File: src/rtl/sram_if_pkg.sv
// ---------------------------------------------------------------------------
// sram_if_pkg
// Shared definitions for the SRAM-like bus used between the core masters and
// the memory/bridge side.
//   OWNER_INST / OWNER_DATA : one-bit encoding of which master owns a request
//   sram_size_e             : encoding of the transfer size on *_size
// ---------------------------------------------------------------------------
package sram_if_pkg;

  localparam logic OWNER_INST = 1'b0;
  localparam logic OWNER_DATA = 1'b1;

  typedef enum logic [1:0] {
    SIZE_BYTE = 2'd0,
    SIZE_HALF = 2'd1,
    SIZE_WORD = 2'd2
  } sram_size_e;

endpackage : sram_if_pkg

File: src/rtl/owner_fifo.sv
// ---------------------------------------------------------------------------
// owner_fifo
// Small in-order FIFO of one-bit owner tags. One entry is written for every
// request the slave accepts. One entry is retired for every response the
// slave returns, so the head always names the master of the oldest
// unanswered request.
// Ports:
//   clk, reset     : clock, synchronous active-high reset
//   i_push         : write i_pushOwner at the tail (caller guarantees not full)
//   i_pushOwner    : owner tag to store
//   i_pop          : retire the head entry (ignored while empty)
//   o_head         : owner tag at the head
//   o_count        : number of stored entries (registered)
// ---------------------------------------------------------------------------
module owner_fifo #(
  parameter int DEPTH = 2
) (
  input  logic                   clk,
  input  logic                   reset,
  input  logic                   i_push,
  input  logic                   i_pushOwner,
  input  logic                   i_pop,
  output logic                   o_head,
  output logic [$clog2(DEPTH):0] o_count
);

  localparam int PW = $clog2(DEPTH);

  logic [DEPTH-1:0] r_mem;
  logic [PW-1:0]    r_rdPtr;
  logic [PW-1:0]    r_wrPtr;
  logic [PW:0]      r_count;
  logic             w_doPop;

  // A pop on an empty FIFO would corrupt the pointers, so it is filtered here
  // as well as in the arbiter.
  assign w_doPop = i_pop && (r_count != '0);

  // Storage and pointers. DEPTH is a power of two, so the pointers wrap
  // naturally when they overflow their width. A simultaneous push and pop
  // advances both pointers and leaves the count unchanged.
  always_ff @(posedge clk) begin
    if (reset) begin
      r_mem   <= '0;
      r_rdPtr <= '0;
      r_wrPtr <= '0;
      r_count <= '0;
    end else begin
      if (i_push) begin
        r_mem[r_wrPtr] <= i_pushOwner;
        r_wrPtr        <= r_wrPtr + PW'(1);
      end
      if (w_doPop) begin
        r_rdPtr <= r_rdPtr + PW'(1);
      end
      case ({i_push, w_doPop})
        2'b10:   r_count <= r_count + (PW+1)'(1);
        2'b01:   r_count <= r_count - (PW+1)'(1);
        default: r_count <= r_count;
      endcase
    end
  end

  assign o_head  = r_mem[r_rdPtr];
  assign o_count = r_count;

endmodule : owner_fifo

File: src/rtl/sram_bus_arbiter.sv
// ---------------------------------------------------------------------------
// sram_bus_arbiter
// Shares one SRAM-like slave port between the instruction master (IF) and
// the data master (EX/MEM). Data has fixed priority over instruction. A
// request that the slave stalls keeps its grant until it is accepted.
// Accepted requests are tagged in an owner FIFO, so the in-order slave
// responses can be routed back to the master that issued them.
// Ports:
//   clk, reset            : clock, synchronous active-high reset
//   inst_* (in)           : instruction master request and payload
//   inst_addr_ok/data_ok  : instruction accept / response strobes
//   inst_rdata            : instruction read data (always mem_rdata)
//   data_* (in)           : data master request and payload
//   data_addr_ok/data_ok  : data accept / response strobes
//   data_rdata            : data read data (always mem_rdata)
//   mem_* (out)           : request and payload presented to the slave
//   mem_addr_ok/data_ok   : slave accept / in-order response strobes
//   mem_rdata             : slave read data
//   pending_cnt           : outstanding accepted-but-unanswered requests
//   err_unexp             : sticky, set by a response with nothing outstanding
// ---------------------------------------------------------------------------
module sram_bus_arbiter
  import sram_if_pkg::*;
#(
  parameter int OUTSTANDING = 2,
  parameter int ADDR_W      = 32,
  parameter int DATA_W      = 32
) (
  input  logic                           clk,
  input  logic                           reset,
  // instruction master
  input  logic                           inst_req,
  input  logic                           inst_wr,
  input  logic [1:0]                     inst_size,
  input  logic [DATA_W/8-1:0]            inst_wstrb,
  input  logic [ADDR_W-1:0]              inst_addr,
  input  logic [DATA_W-1:0]              inst_wdata,
  output logic                           inst_addr_ok,
  output logic                           inst_data_ok,
  output logic [DATA_W-1:0]              inst_rdata,
  // data master
  input  logic                           data_req,
  input  logic                           data_wr,
  input  logic [1:0]                     data_size,
  input  logic [DATA_W/8-1:0]            data_wstrb,
  input  logic [ADDR_W-1:0]              data_addr,
  input  logic [DATA_W-1:0]              data_wdata,
  output logic                           data_addr_ok,
  output logic                           data_data_ok,
  output logic [DATA_W-1:0]              data_rdata,
  // slave side
  output logic                           mem_req,
  output logic                           mem_wr,
  output logic [1:0]                     mem_size,
  output logic [DATA_W/8-1:0]            mem_wstrb,
  output logic [ADDR_W-1:0]              mem_addr,
  output logic [DATA_W-1:0]              mem_wdata,
  input  logic                           mem_addr_ok,
  input  logic                           mem_data_ok,
  input  logic [DATA_W-1:0]              mem_rdata,
  // status
  output logic [$clog2(OUTSTANDING):0]   pending_cnt,
  output logic                           err_unexp
);

  localparam int CW = $clog2(OUTSTANDING) + 1;

  logic          r_lockValid;
  logic          r_lockOwner;
  logic          r_errUnexp;

  logic          w_owner;
  logic          w_ownerReq;
  logic          w_full;
  logic          w_memReq;
  logic          w_accept;
  logic          w_respValid;
  logic          w_head;
  logic [CW-1:0] w_count;

  // Grant selection. A stalled request holds the bus through the lock, so a
  // data request raised mid-stall cannot change the slave-facing payload.
  always_comb begin
    w_owner    = OWNER_INST;
    w_ownerReq = 1'b0;
    if (r_lockValid) begin
      w_owner = r_lockOwner;
    end else if (data_req) begin
      w_owner = OWNER_DATA;
    end
    w_ownerReq = (w_owner == OWNER_DATA) ? data_req : inst_req;
  end

  // Full is taken from the registered count on purpose: a slot freed by a
  // response becomes usable only on the following cycle, which keeps the
  // response path out of the request path. While locked nothing can be
  // pushed, so full cannot rise and mem_req never drops mid-request.
  assign w_full      = (w_count == CW'(OUTSTANDING));
  assign w_memReq    = w_ownerReq && !w_full && !reset;
  assign w_accept    = w_memReq && mem_addr_ok;
  assign w_respValid = mem_data_ok && (w_count != '0) && !reset;

  // Payload mux towards the slave follows the granted owner.
  always_comb begin
    mem_wr    = inst_wr;
    mem_size  = inst_size;
    mem_wstrb = inst_wstrb;
    mem_addr  = inst_addr;
    mem_wdata = inst_wdata;
    if (w_owner == OWNER_DATA) begin
      mem_wr    = data_wr;
      mem_size  = data_size;
      mem_wstrb = data_wstrb;
      mem_addr  = data_addr;
      mem_wdata = data_wdata;
    end
  end

  assign mem_req      = w_memReq;
  assign inst_addr_ok = w_accept && (w_owner == OWNER_INST);
  assign data_addr_ok = w_accept && (w_owner == OWNER_DATA);

  // Responses are strictly in order, so the FIFO head names their owner.
  assign inst_data_ok = w_respValid && (w_head == OWNER_INST);
  assign data_data_ok = w_respValid && (w_head == OWNER_DATA);
  assign inst_rdata   = mem_rdata;
  assign data_rdata   = mem_rdata;

  assign pending_cnt  = w_count;
  assign err_unexp    = r_errUnexp;

  // Grant lock. It is set when the slave stalls the presented request and
  // cleared on acceptance. The owner is captured so the same master is
  // presented until its request goes through.
  always_ff @(posedge clk) begin
    if (reset) begin
      r_lockValid <= 1'b0;
      r_lockOwner <= OWNER_INST;
    end else if (w_accept) begin
      r_lockValid <= 1'b0;
    end else if (w_memReq) begin
      r_lockValid <= 1'b1;
      r_lockOwner <= w_owner;
    end
  end

  // A response with nothing outstanding indicates a protocol error on the
  // slave side. It is remembered until the next reset so software can see it.
  always_ff @(posedge clk) begin
    if (reset) begin
      r_errUnexp <= 1'b0;
    end else if (mem_data_ok && (w_count == '0)) begin
      r_errUnexp <= 1'b1;
    end
  end

  owner_fifo #(
    .DEPTH(OUTSTANDING)
  ) u_ownerFifo (
    .clk        (clk),
    .reset      (reset),
    .i_push     (w_accept),
    .i_pushOwner(w_owner),
    .i_pop      (w_respValid),
    .o_head     (w_head),
    .o_count    (w_count)
  );

endmodule : sram_bus_arbiter

File: config.mk
export PLATFORM = sky130hd
export DESIGN_NAME = sram_bus_arbiter
export DESIGN_NICKNAME = d
export VERILOG_FILES = /design/src/rtl/sram_if_pkg.sv /design/src/rtl/owner_fifo.sv /design/src/rtl/sram_bus_arbiter.sv
export SDC_FILE = /design/constraint.sdc
export NUM_CORES = 1
export LEC_CHECK = 0
export CORE_AREA = 4 4 122 124
export CTS_CLUSTER_SIZE = 28
export DETAILED_ROUTE_END_ITERATION = 10
export DIE_AREA = 0 0 126 128
export DONT_BUFFER_PORTS = 1
export HOLD_SLACK_MARGIN = 0.02
export PLACE_DENSITY_LB_ADDON = 0.15
export SYNTH_ARGS = -nofsm -noshare
export SYNTH_HDL_FRONTEND = slang
export SYNTH_HIERARCHICAL = 1
export SYNTH_SLANG_ARGS = --single-unit
File: constraint.sdc
create_clock -name clk -period 2.1 [get_ports clk]
set_input_delay 0.42 -clock clk [delete_from_list [all_inputs] [get_ports clk]]
set_output_delay 0.42 -clock clk [all_outputs]
set_load 0.03 [all_outputs]
### Word level (Yosys, flattened, before mapping)

Index checks and enable logic that the tools add are counted.
Widths: inputs -> output; s select.

* flip-flop bits (word level): 9
* input bits: 180
* logic and storage cells: 53

* add/subtract/negate cells: 4
* order comparisons: 3
* eq/ne operators: 3
* multiplexer cells: 14
* bitwise logic cells: 3
* reduce and logical (&&, ||, !) cells: 19

Operator list (number)
* $mux 32: 2
* $logic_and 1x1->1: 12
* $mux 1: 7
* $eq 2x2->1 const B: 2
* $lt 1x2->1 const B: 2
* $mux 4: 1
* $pmux 2 s2: 1
* $reduce_bool 2->1: 2
* $not 1->1: 3
* $add 1x1->1 const B: 2
* $add 2x1->2 const B: 1
* $bwmux 2: 1
* $eq 2x1->1 const B: 1
* $logic_not 1->1: 2
* $logic_not 2->1: 1
* $mux 2: 1
* $reduce_and 2->1: 1
* $reduce_or 2->1: 1
* $sub 2x1->2 const B: 1
* $demux 1 s1: 1
* $ge 1x1->1 const B: 1

### Logic depth before layout (Yosys ltp)

Gate-level depths: netlist of run 1.

* depth after elaboration: 8
* depth in mapped cells: 8
* gate-level depth less buffers: 8

### Modules after synthesis

Netlist of run 1, hierarchy kept.

Modules (own cells, without submodules)
* sram_bus_arbiter: instances 1, cells an instance 170, area each 1607.8 µm², seq. area each 60.1 µm²
* owner_fifo: instances 1, cells an instance 27, area each 252.7 µm², seq. area each 120.1 µm²

### Worst setup path after synthesis of run 1

Ideal clock, no wire load.

* path type: reg2out
* from: register r_lockValid
* to: output inst_addr_ok
* arrival: 2.037 ns
* data required time: 1.680 ns
* slack: -0.357 ns
* cell stages (with the launch flop): 5
* path buffers: 1
* cells stage by stage: dfxtp_1 > mux2i_4 > buf_8 > inv_1 > nor4_1

* word-level cells in the longest chain between the ends: 6

RTL lines
* from (decl): RTL line sram_bus_arbiter.sv:68 `logic r_lockValid;`
* from (signal assigned): RTL line sram_bus_arbiter.sv:137 `r_lockValid <= 1'b0;`
* from (signal assigned): RTL line sram_bus_arbiter.sv:140 `r_lockValid <= 1'b0;`
* from (signal assigned): RTL line sram_bus_arbiter.sv:142 `r_lockValid <= 1'b1;`
* $mux 1 (*): RTL line sram_bus_arbiter.sv:86 `if (r_lockValid) begin`
* via w_owner: RTL line sram_bus_arbiter.sv:72 `logic w_owner;`
* $mux 1: RTL line sram_bus_arbiter.sv:91 `w_ownerReq = (w_owner == OWNER_DATA) ? data_req : inst_req;`
* $logic_and 1x1->1 (2 in series): RTL line sram_bus_arbiter.sv:99 `assign w_memReq = w_ownerReq && !w_full && !reset;`
* $logic_and 1x1->1: RTL line sram_bus_arbiter.sv:100 `assign w_accept = w_memReq && mem_addr_ok;`
* $logic_and 1x1->1 (*): RTL line sram_bus_arbiter.sv:120 `assign inst_addr_ok = w_accept && (w_owner == OWNER_INST);`
* to (decl): RTL line sram_bus_arbiter.sv:38 `output logic inst_addr_ok,`

Mark *: on every way through the listed nets, which the timed path passes. The rest lies on a longest branch.

### Worst setup path after layout of run 1

* from: register r_lockValid
* to: output mem_wdata[29]

* word-level cells in the longest chain between the ends: 2

RTL lines
* $mux 1: RTL line sram_bus_arbiter.sv:86
* $mux 32: RTL line sram_bus_arbiter.sv:110 `if (w_owner == OWNER_DATA) begin`
* to (decl): RTL line sram_bus_arbiter.sv:57 `output logic [DATA_W-1:0] mem_wdata,`

Every way passes these cells.

==> results of run 1 <==
==> Yosys cell counts, drive strengths merged <==
| library cell | count | area, µm² |
|---|---|---|
| a211oi | 1 | 7.51 |
| a21oi | 4 | 20.0 |
| a221oi | 1 | 8.76 |
| and2 | 2 | 13.8 |
| buf | 65 | 495 |
| clkbuf | 6 | 82.6 |
| dfxtp | 9 | 180 |
| ha | 1 | 12.5 |
| inv | 3 | 11.3 |
| mux2 | 72 | 811 |
| mux2i | 4 | 52.6 |
| nand2 | 3 | 11.3 |
| nand2b | 4 | 25.0 |
| nand3 | 1 | 5.00 |
| nor2 | 6 | 22.5 |
| nor2b | 2 | 12.5 |
| nor3 | 2 | 10.0 |
| nor3b | 1 | 7.51 |
| nor4 | 3 | 18.8 |
| o21a | 1 | 8.76 |
| o21ai | 1 | 5.00 |
| or2 | 1 | 6.26 |
| or3 | 1 | 6.26 |
| xnor2 | 2 | 17.5 |
| xor2 | 1 | 8.76 |
==> worst max-delay path: cells and delay by family, from the launching register on <==
kind	cells	cell delay, ps
buffers and inverters	3	430
multiplexers	2	630
flip-flops	1	370
==> logic make-up (layout without fill, tap and decap cells) <==
| group | after synthesis | after routing | share of synthesized area (%) |
|---|---|---|---|
| mux | 76 | 76 | 46.4 |
| fa+ha+maj | 1 | 1 | 0.672 |
| buf+inv | 74 | 25 | 31.7 |
| simple gates | 26 | 26 | 7.47 |
| flops | 9 | 9 | 9.68 |
| compound gates | 8 | 8 | 2.69 |
| xor+xnor | 3 | 3 | 1.41 |
==> area by class of cell <==
| class | count | area (µm²) |
|---|---|---|
| clock buffer | 4 | 78.8 |
| fill | 1553 | 11800 |
| inverter | 3 | 11.3 |
| multi-input combinational | 114 | 1290 |
| sequential | 9 | 188 |
| tap | 180 | 225 |
| timing repair buffer | 18 | 221 |
==> flip-flops by register name, indices dropped and copies added, names as in the netlist <==
signal               cells
err_unexp                1
r_lockOwner              1
r_lockValid              1
u_ownerFifo/o_count      2
u_ownerFifo/r_mem        2
u_ownerFifo/r_rdPtr      1
u_ownerFifo/r_wrPtr      1
==> path summary, 6_finish.rpt <==
kind                                  startpoint  cells past startpoint                                   to
max reg2reg  u_ownerFifo/o_count[1]$_SDFFE_PP0P_                      7  u_ownerFifo/o_count[1]$_SDFFE_PP0P_
min                                        reset                      1  u_ownerFifo/o_count[1]$_SDFFE_PP0P_
max                     r_lockValid$_SDFFE_PP0P_                      5                        mem_wdata[29]
min reg2reg    u_ownerFifo/r_mem[1]$_SDFFE_PP0P_                      2    u_ownerFifo/r_mem[1]$_SDFFE_PP0P_
==> per-stage QoR <==
stage / TNS [ps] / util (%) / setup slack (ps) / std cells
2_1_floorplan: -25.3 / - / -25.3 / 197
5_1_grt: -1000 / 14.6 / -81.1 / 328
6_report: 0 / 14.6 / 3.88 / 328
3_3_place_gp: 0 / 12.0 / 36.4 / 319
4_1_cts: -1650 / 14.1 / -73.3 / 324
3_5_place_dp: 0 / 12.0 / 36.2 / 319
==> what timing repair did <==
action / CTS / global route
endpoints found under the setup margin: 64 / 69
pin swaps: 0 / 2
endpoints found under the hold margin: 0 / 0
resized for setup: 48 / 6
gates cloned: 0 / 1
buffers inserted: 1 / 3
==> routing by layer <==
metal | up-vias | track usage [%] | share of wire (%)
li1 | 520 | - | -
met1 | 553 | 10.5 | 41
met2 | 136 | 11.7 | 45
met3 | 15 | 3.58 | 13
met4 | 0 | 2.21 | 1.4
met5 | - | 0 | 0
==> power breakdown <==
group / total (W) / leakage, nW / switching, W / internal (W)
Sequential: 0.000195 / 0.0755 / 0.0000125 / 0.000182
Clock: 0.000343 / 0.0382 / 0.0000890 / 0.000254
Combinational: 0.000798 / 0.719 / 0.000502 / 0.000297
Total: 0.00134 / 0.833 / 0.000603 / 0.000734
==> impl_metrics.yaml, run 1 <==
outcome:
  status: "completed"
hold_path:
  hold_class: "in -> reg"
floorplanning:
  die_h_um: 128
  rows: 43
  dieWidth_um: 126
  core_um2: 13800
  io_pins: 323
  dieArea_um2: 16100
  start_util_pct: 13.5
drt:
  drt_iter0_markers: 23
  vias: 1224
  vias_per_cell: 3.73
  drc: 0
  wl_per_cell_um: 23.8
  routed_wl_mm: 7.81
  postRouteAntennaNets: 0
  first_pass_iters: 4
global_route:
  grtUsageTotal_pct: 7.94
  grt_pass1_vias: 1294
  grt_max_degree: 25
  grt_pass1_wl_mm: 9.26
  antenna_found_initial: 0
  overflow: 0
clock_network:
  cts-buffers-inserted: 3
  clk_path_buf_depth: 2
  clkLatencyLatePin_ps: 240
  path_clk_slew_ps: 40
  h-tree-depth: 1
  cts_hold_buf: 0
  cts-root-buf: "clkbuf_16"
  cts_tree: "done"
  clock_sinks: 9
critical_path:
  crit_chain: "mux2i_4 > buf_12 > buf_12 > clkbuf_16 > mux2_4"
  slowest_delay_ps: 370
  cp-end-kind: "output port"
  crit_path_start_kind: "flip-flop"
  cp.required_ps: 1680
  worstPathArrival_ps: 1680
  reg2reg_slack_ps: 150
  crit_top_cell: "buf_12"
  crit_path_max_fanout: 6
  crit_type: "reg -> out"
  crit_slowest_cell: "dfxtp_4"
sta:
  setup_viol: 0
  drv_slew: 0
  max_clock_freq_mhz: 477
  min_period_ps: 2100
  worst_pin_slew_ps: 328
  rsz0062_at_grt: "yes"
  whs_ps: 242
  period_share_pct: 99.8
  max_slew_margin_pct: 77.9
  finClkSkew_ps: 1.27
  finalHoldViolations: 0
job:
  drv_cap: 0
synthesis:
  ys_types: 28
  syn_area_um2: 1860
  yosysWarnings: 6
  synth_cells: 197
  synthesis.nets: 378
  syn_avg_cell_area_um2: 9.44
  ys_seq_area_share_pct: 9.68
  ys_ff_latch: 9
placement:
  dpl.hpwl_mm: 6.83
  placed_area_um2: 1650
  io_buffers: 0
  gp_congestion: 0.695
finish:
  areaGrowthSynthToFinish_pct: 8.34
  design_area_um2: 2020
  fin_nets: 330
  final_cell_mix: "mux2_4 (44), mux2_2 (28), buf_4 (8)"
  insertedDiodeCount: 0
  final_layout_size_suffix_gt1_share_pct: 70.3
  final_common_cell: "mux2_4"
pwr:
  leakage_nw: 0.833
  vdd_drop_max_mv: 0.177
  total_power_w: 0.00134
  powerDensity_nw_per_um2: 663
Note: power is estimated with default switching activity, not from simulation.
==> inputs of run 2 (changes only) <==
--- a/config.mk
+++ b/config.mk
@@ -11,7 +11,7 @@
 export DIE_AREA = 0 0 126 128
 export DONT_BUFFER_PORTS = 1
 export HOLD_SLACK_MARGIN = 0.02
-export PLACE_DENSITY_LB_ADDON = 0.15
+export PLACE_DENSITY = 0.3
 export SYNTH_ARGS = -nofsm -noshare
 export SYNTH_HDL_FRONTEND = slang
 export SYNTH_HIERARCHICAL = 1
==> run 2 against run 1 <==
Largest cell class unchanged. Highest routed layer is now met5. Via count grew 5.4%. Clock skew grew 0.52 ps. Clock-buffer cell count is the same. Sequential power is essentially flat. First-iteration DRC count grew 91%. Sequential share of layout area shrank 0.33 points. The run now ends with negative setup slack left.
==> impl_metrics.yaml, run 2 (synthesis results as in run 1) <==
critical_path:
  reg2reg_slack_ps: 150
  crit_type: "reg -> out"
  cp-end-kind: "output port"
  cp.required_ps: 1680
  crit_path_max_fanout: 23
  r2r_start: "u_ownerFifo/o_count[1]$_SDFFE_PP0P_"
  worstPathArrival_ps: 1690
  worstReg2RegEnd: "u_ownerFifo/o_count[1]$_SDFFE_PP0P_"
  crit_path_start_kind: "flip-flop"
  reg2regPathDepth: 7
floorplanning:
  core_um2: 13800
  die_h_um: 128
  io_pins: 323
  rows: 43
  dieWidth_um: 126
  start_util_pct: 13.5
  dieArea_um2: 16100
hold_path:
  hold_class: "in -> reg"
  worstHoldEndpoint: "u_ownerFifo/o_count[1]$_SDFFE_PP0P_"
  hold_depth: 1
  hp-start: "reset"
placement:
  io_buffers: 0
  dp_slack_ps: 104
  dpl.hpwl_mm: 6.77
  gp_congestion: 0.700
clock_network:
  cts-buffers-inserted: 3
  clock_sinks: 9
  clkLatencyLatePin_ps: 230
  clk_path_buf_depth: 2
  h-tree-depth: 1
  path_clk_slew_ps: 40
  cts-root-buf: "clkbuf_16"
  cts_tree: "done"
drt:
  drt_iter0_markers: 44
  routed_wl_mm: 8.28
  first_pass_iters: 4
  vias: 1290
  drc: 0
  postRouteAntennaNets: 0
  vias_per_cell: 3.96
  wl_per_cell_um: 25.4
sta:
  drv_slew: 0
  max_clock_freq_mhz: 474
  worst_pin_slew_ps: 331
  finalHoldViolations: 0
  rsz0062_at_grt: "yes"
  period_share_pct: 100
  setup_viol: 10
  max_slew_margin_pct: 77.9
  min_period_ps: 2110
  finClkSkew_ps: 1.79
  setup_ws_ps: -9.83
  tns_ps: -43.9
pwr:
  powerDensity_nw_per_um2: 652
  leakage_nw: 0.894
  vdd_drop_max_mv: 0.198
global_route:
  grt_pass1_vias: 1295
  antenna_found_initial: 2
  grt_max_degree: 28
  grt_pass1_wl_mm: 9.60
  overflow: 0
  grtUsageTotal_pct: 8.20
finish:
  n_fill_cell: 1566
  areaGrowthSynthToFinish_pct: 10.8
  multi_input_area_um2: 1360
  final_layout_size_suffix_gt1_share_pct: 70.5
  final_common_cell: "mux2_4"
  fin_nets: 328
  ff_latch_area_um2: 185
  final_cell_mix: "mux2_4 (60), mux2_2 (12), buf_4 (10)"
  insertedDiodeCount: 0
outcome:
  status: "finished, violations left"
  violations: "negative setup slack"
job:
  drv_cap: 0
-- run 2: cell count changes in the layout (fill, tap and decap cells not counted), sizes merged --
cell  previous run  this run
buf             17        15
-- run 2: layout make-up --
cell class	count	share of cell area, %
Timing Repair Buffer	16	9.65
Inverter	3	0.546
Tap cell	180	10.9
Multi-Input combinational cell	114	66.1
Clock buffer	4	3.82
Sequential cell	9	8.98
-- run 2: worst max path at each step --
stage | from | to | slack [ps] | depth (start not counted)
after CTS | r_lockValid$_SDFFE_PP0P_ | mem_wdata[27] | -30 | 4
after global placement | r_lockValid$_SDFFE_PP0P_ | mem_wdata[30] | 120 | 3
final | r_lockValid$_SDFFE_PP0P_ | mem_wdata[17] | -10 | 4
after detailed placement | r_lockValid$_SDFFE_PP0P_ | mem_wdata[30] | 100 | 3
after global routing | r_lockValid$_SDFFE_PP0P_ | mem_wdata[20] | -60 | 4
after floorplan | r_lockValid$_SDFFE_PP0P_ | inst_addr_ok | -30 | 4
-- run 2: timing repair --
item                       in CTS  in global routing
pin swaps                       1                  1
resized for setup              30                 38
setup endpoints to repair      74                 61
cloned                          1                  1
setup buffers                   2                  0
hold buffers                    0                  0
-- run 2: metrics by stage --
stage                     instance area, µm²  util, %  hold slack, ps  cells  power (W)
after floorplan                         1880        -             427    197    0.00103
after global placement                  1640     11.9             456    318   0.000873
after detailed placement                1640     11.9             445    318   0.000874
after CTS                               1890     13.8             247    325    0.00129
after global routing                    2060     15.0             250    326    0.00139
final                                   2060     15.0             249    326    0.00134
-- run 2: routing by layer --
metal / vias to the layer above / share of wire [%] / GRT usage, %
li1: 520 / - / -
met1: 613 / 38 / 10.8
met2: 127 / 47 / 12.3
met3: 26 / 12 / 3.42
met4: 4 / 1.9 / 2.40
met5: - / 0.33 / 0
-- run 2: power breakdown --
group          leakage (nW)  internal, W  total [W]  switching, W
clock network        0.0382     0.000254   0.000333     0.0000799
registers            0.0752     0.000183   0.000197     0.0000136
logic                 0.781     0.000311   0.000814      0.000504
total                 0.894     0.000747    0.00134      0.000597
-- run 2: worst max-delay path: stages, from the launching register on --
cell	delay, ps
dfxtp_2	380
mux2i_4	280
buf_12	140
buf_12	180
mux2_2	460
